### src/rtl/picorv32_mem_arbiter.sv
// Two-master round-robin arbiter in front of one picorv32 native memory port.
// Winning request is registered onto the slave port; a watchdog aborts any
// transaction the slave never acknowledges and returns ERR_RDATA instead.
module picorv32_mem_arbiter #(
  parameter int unsigned TIMEOUT   = 1024,
  parameter logic [31:0] ERR_RDATA = 32'hDEAD_BEEF
) (
  input  logic        clk,
  input  logic        resetn,
  input  logic        m0_valid,
  input  logic [31:0] m0_addr,
  input  logic [31:0] m0_wdata,
  input  logic [3:0]  m0_wstrb,
  output logic        m0_ready,
  output logic [31:0] m0_rdata,
  input  logic        m1_valid,
  input  logic [31:0] m1_addr,
  input  logic [31:0] m1_wdata,
  input  logic [3:0]  m1_wstrb,
  output logic        m1_ready,
  output logic [31:0] m1_rdata,
  output logic        s_valid,
  output logic [31:0] s_addr,
  output logic [31:0] s_wdata,
  output logic [3:0]  s_wstrb,
  input  logic        s_ready,
  input  logic [31:0] s_rdata,
  output logic        timeout,
  output logic        timeout_seen
);

  typedef enum logic [1:0] {IDLE, BUSY, RESP} state_e;

  localparam logic [15:0] WDOG_LAST = 16'(TIMEOUT - 1);

  state_e      state_q;
  logic        gnt_q;
  logic        last_q;
  logic [15:0] wdog_q;

  logic        gnt_d;
  logic [31:0] addr_d;
  logic [31:0] wdata_d;
  logic [3:0]  wstrb_d;
  logic [31:0] resp_d;

  // Arbitration choice: a lone requester wins, a tie goes to whoever was not last.
  always_comb begin
    gnt_d   = m1_valid & (~m0_valid | ~last_q);
    addr_d  = gnt_d ? m1_addr  : m0_addr;
    wdata_d = gnt_d ? m1_wdata : m0_wdata;
    wstrb_d = gnt_d ? m1_wstrb : m0_wstrb;
    // Real slave data beats the watchdog when both land in the same cycle.
    resp_d  = s_ready ? s_rdata : ERR_RDATA;
  end

  // Arbiter FSM; every output is a register so no input reaches an output combinationally.
  always_ff @(posedge clk or negedge resetn) begin
    if (!resetn) begin
      state_q      <= IDLE;
      gnt_q        <= 1'b0;
      last_q       <= 1'b1;
      wdog_q       <= '0;
      s_valid      <= 1'b0;
      s_addr       <= '0;
      s_wdata      <= '0;
      s_wstrb      <= '0;
      m0_ready     <= 1'b0;
      m1_ready     <= 1'b0;
      m0_rdata     <= '0;
      m1_rdata     <= '0;
      timeout      <= 1'b0;
      timeout_seen <= 1'b0;
    end else begin
      m0_ready <= 1'b0;
      m1_ready <= 1'b0;
      timeout  <= 1'b0;
      case (state_q)
        IDLE: begin
          if (m0_valid || m1_valid) begin
            gnt_q   <= gnt_d;
            s_addr  <= addr_d;
            s_wdata <= wdata_d;
            s_wstrb <= wstrb_d;
            s_valid <= 1'b1;
            wdog_q  <= '0;
            state_q <= BUSY;
          end
        end
        BUSY: begin
          // Completion (real or aborted) proceeds even if the master dropped valid.
          if (s_ready || wdog_q == WDOG_LAST) begin
            if (gnt_q) begin
              m1_rdata <= resp_d;
              m1_ready <= 1'b1;
            end else begin
              m0_rdata <= resp_d;
              m0_ready <= 1'b1;
            end
            if (!s_ready) begin
              timeout      <= 1'b1;
              timeout_seen <= 1'b1;
            end
            s_valid <= 1'b0;
            last_q  <= gnt_q;
            state_q <= RESP;
          end else begin
            wdog_q <= wdog_q + 16'd1;
          end
        end
        // One ready cycle lets the master drop valid before we arbitrate again.
        RESP:    state_q <= IDLE;
        default: state_q <= IDLE;
      endcase
    end
  end

endmodule

### config.mk
export PLATFORM = sky130hd
export DESIGN_NAME = picorv32_mem_arbiter
export DESIGN_NICKNAME = d
export VERILOG_FILES = /design/src/rtl/picorv32_mem_arbiter.sv
export SDC_FILE = /design/constraint.sdc
export NUM_CORES = 1
export LEC_CHECK = 0
export BUFFER_PORTS_ARGS = -buffer_cell sky130_fd_sc_hd__buf_2
export CORE_ASPECT_RATIO = 0.5
export CORE_MARGIN = 4
export CORE_UTILIZATION = 42
export CTS_CLUSTER_DIAMETER = 30
export CTS_CLUSTER_SIZE = 25
export DETAILED_ROUTE_END_ITERATION = 10
export PLACE_DENSITY = 0.83
export SETUP_SLACK_MARGIN = 0.02
export SYNTH_ARGS = -nofsm -noshare
export SYNTH_HDL_FRONTEND = slang
export SYNTH_SLANG_ARGS = --single-unit
### constraint.sdc
create_clock -name clk -period 1.8 [get_ports clk]
set_input_delay 0.36 -clock clk [delete_from_list [all_inputs] [get_ports clk]]
set_output_delay 0.36 -clock clk [all_outputs]
set_load 0.05 [all_outputs]
==> impl_metrics.csv <==
group,metric,value,unit
detailed_routing,wire_per_inst,17.31,um
yosys,yosysTopAreaCellShare,58.15,%
sta,hold_viol_final,0,
yosys,synth_edf_count,0,
critical_path,worstRegToRegCells,8,
floorplan,initial_utilization,43.21,%
hold_path,whs_path_depth,2,
yosys,ys_types,52,
place,postPlaceCellArea,8670,um^2
yosys,yosysWarnings,0,
finish,syn2layout_area_growth,39.68,%
finish,n_antenna_cell,0,
critical_path,r2r_setup_slack,30,ps
floorplan,num_rows,32,
yosys,synth-compound-area-share,17.11,%
place,hpwl,14610,um
sta,period_needed,1770,ps
grt,antenna_found_initial,0,
flow_run,cap_violations,0,
detailed_routing,drt_wl_total,19580,um
floorplan,fp.dieW,186.8,um
sta,period_share,98.33,%
critical_path,r2r_start,"wdog_q[1]$_DFFE_PN0P_",
critical_path,start_kind,"flop",
cts,htreeDepth,4,
detailed_routing,drtAntennaViolNets,0,
yosys,synth_area_leader_cell,"dfrtp_1",
sta,rsz0062_at_grt,"yes",
critical_path,worstPathRequired,2100,ps
sta,slew_headroom,70.35,%
yosys,ys_seq_area_share,58.55,%
cts,clock_latency,410,ps
yosys,async_flop_share,100.0,%
yosys,synth_common_cells,"156 x dfrtp_1, 94 x nand2_1, 82 x o21ai_0, 68 x mux2i_1, 34 x o32a_1",
grt,gr-usage-all-layers,21.09,%
cts,cts_tree,"yes",
power_and_ir_drop,p_total,20.34,mW
power_and_ir_drop,vdd_drop_max,1.193,mV
detailed_routing,drc_errors,0,
yosys,yosysMostFrequentCell,"dfrtp_1",
cts,clk_pin_slew,70,ps
critical_path,cp.arrival,2070,ps
finish,final_cell_area,9376,um^2
detailed_routing,initialDrtViolationCount,354,
critical_path,cp-end-kind,"flop",
floorplan,fp.coreArea,15530,um^2
cts,numCtsBuffers,17,
detailed_routing,vias_per_cell,5.221,
grt,grt_pass1_vias,6256,
yosys,synth_top_family_by_area,"compound AO/OA/AOI/OAI gates",
cts,cts.sinks,157,
grt,gr-total-overflow,0,
yosys,mappedNetlistArea,6713,um^2
critical_path,r2r-end,"m0_rdata[8]$_DFFE_PN0P_",
yosys,ys_top_cells_by_area,"dfrtp_1 58%, mux2i_1 10%, o21ai_0 6.1%",
yosys,synth.area.mux_share,10.14,%
grt,grt_first_pass_wirelength,31280,um
yosys,yosys.area_share.adder,0.1864,%
finish,nets,1088,
finish,layout-drive-gt1-share,43.37,%
floorplan,die_h,97.40,um
hold_path,hp-class,"in -> reg",
sta,slew_violations,0,
yosys,synth_area_per_cell,11.47,um^2
finish,final_cells,1131,
yosys,synth_xor_xnor_area_share,0.3914,%
outcome,outcome,"completed",
sta,skew,11.30,ps
cts,clk_root_buffer_cell,"clkbuf_16",
detailed_routing,via_count,5905,
critical_path,crit_fanout,8,
floorplan,ios,310,
yosys,syn-num-nets,759,
detailed_routing,drt_first_pass_iters,4,
sta,fmax,0.5650,GHz
place,place_congestion,0.8764,
power_and_ir_drop,p_leak,4.678,nW
hold_path,holdPathEnd,"m0_rdata[12]$_DFFE_PN0P_",
sta,finalSetupViolations,0,
hold_path,hp-start,"s_rdata[12]",
critical_path,worst-setup-path-type,"reg -> reg",
yosys,synth_ff_type,"dfrtp_1",
yosys,postSynthCellCount,585,
place,port_buffers,309,
yosys,ys_ff_latch,157,
grt,grt_max_degree,93,
cts,clock_path_buffers,2,
place,dp.cells,1094,
power_and_ir_drop,p_per_area,2169,nW/um^2
sta,tightest_slew,444.8,ps
floorplan,die_area,18190,um^2
yosys,synthSimpleGateAreaFrac,9.767,%
critical path, cell delays in order (launching register included):
cell and delay (ps):
dfrtp_1 410, ha_4 170, and4_4 210, and4_4 250, o21ai_4 70, inv_4 100, nand2_4 80, buf_6 150
a32o_1 200
how the worst max path moves through the flow:
stage / startpoint / to
floorplan: wdog_q[1]$_DFFE_PN0P_ / m0_rdata[12]$_DFFE_PN0P_
global placement: wdog_q[1]$_DFFE_PN0P_ / m0_rdata[18]$_DFFE_PN0P_
detailed placement: wdog_q[0]$_DFFE_PN0P_ / m1_rdata[1]$_DFFE_PN0P_
CTS: wdog_q[1]$_DFFE_PN0P_ / m1_rdata[1]$_DFFE_PN0P_
global route: wdog_q[11]$_DFFE_PN0P_ / m0_rdata[4]$_DFFE_PN0P_
finish: wdog_q[1]$_DFFE_PN0P_ / m0_rdata[8]$_DFFE_PN0P_
metal layers:
layer  vias up  part of all wire, %  global-route usage, %
li1       2792                    -                      -
met1      2873                   40                  25.00
met2       202                   53                  38.15
met3        38                  4.8                  4.235
met4         0                  2.3                  8.064
met5         -                    0                      0
logic make-up after synthesis:
| logic type | count (synthesis) |
|---|---|
| AOI/OAI and AO/OA | 164 |
| xor gates and xnor gates | 3 |
| adders and majority gates | 1 |
| buffers and inverters | 48 |
| DFF | 157 |
| muxes | 68 |
| and+or+nand+nor | 144 |
registers in the layout (all words and copies together), names as in the netlist:
| name | cells |
|---|---|
| m1_rdata | 32 |
| s_addr | 32 |
| m0_rdata | 32 |
| gnt_q | 1 |
| m0_ready | 1 |
| s_valid | 1 |
| timeout_seen | 1 |
| state_q | 2 |
| timeout | 1 |
| m1_ready | 1 |
| s_wstrb | 4 |
| last_q | 1 |
| wdog_q | 16 |
| s_wdata | 32 |
cell usage in the layout (no fill, tap or decap), types with 2 or more instances in the layout:
cell       synthesis  routed
a32o_1             4       4
and3_1             2       2
nor2_1            18      18
buf_12             1       5
clkbuf_16          0      17
bufinv_16          0       2
and2_1             2       2
clkinv_4           1       3
inv_8              0       3
o21ai_4            1       2
inv_6              1       7
nand2_1           94      94
a21oi_1            4       3
xor2_1             2       2
o21ai_0           82      81
buf_4              1      34
a2bb2oi_2          0       3
buf_6              3       2
a31oi_1            3       3
inv_1              2       2
o211ai_1           2       2
dfrtp_1          156     156
nor4_1             2       2
nand2b_1           2       2
mux2i_1           68      68
o2bb2ai_1         12      12
nand3_1            6       6
o31ai_1            3       3
buf_2             10     308
and4_4             1       2
nand4_1            5       5
o32a_1            34      34
a2bb2oi_1         14      11
final cells by class:
type | instances | area [um^2]
Clock inverter | 15 | 171.4
Clock buffer | 17 | 425.4
Sequential cell | 157 | 3930
Timing Repair inverter | 2 | 22.52
Inverter | 6 | 50.05
Fill cell | 1271 | 6158
Tap cell | 204 | 255.2
Timing Repair Buffer | 350 | 1929
Multi-Input combinational cell | 380 | 2592
repair_timing:
action                     4_1_cts  5_1_grt
pin swaps                        0       18
gates cloned                     0        2
resized for setup                5        8
setup endpoints to repair       49       40
hold endpoints to repair        33        0
hold buffers                     1        0
setup buffers                    0        2
power by group:
part           internal, mW  leakage, nW  switching [mW]  total (mW)
Combinational          2.70         2.48            8.04        10.7
Sequential             5.08         1.90           0.892        5.97
Clock                  2.09        0.292            1.55        3.64
through the flow:
stage          setup TNS (ps)  setup slack, ps  utilization, %  hold slack [ps]
6_report                    0            30.08           60.36            208.5
5_1_grt                -279.7           -33.23           60.36            195.7
4_1_cts                     0            9.834           59.89            189.4
3_5_place_dp           -489.6           -66.46           55.81            300.2
3_3_place_gp                0            46.00           55.81            298.2
2_1_floorplan               0            24.76               -            64.41
Note: power is estimated with default switching activity, not from simulation.
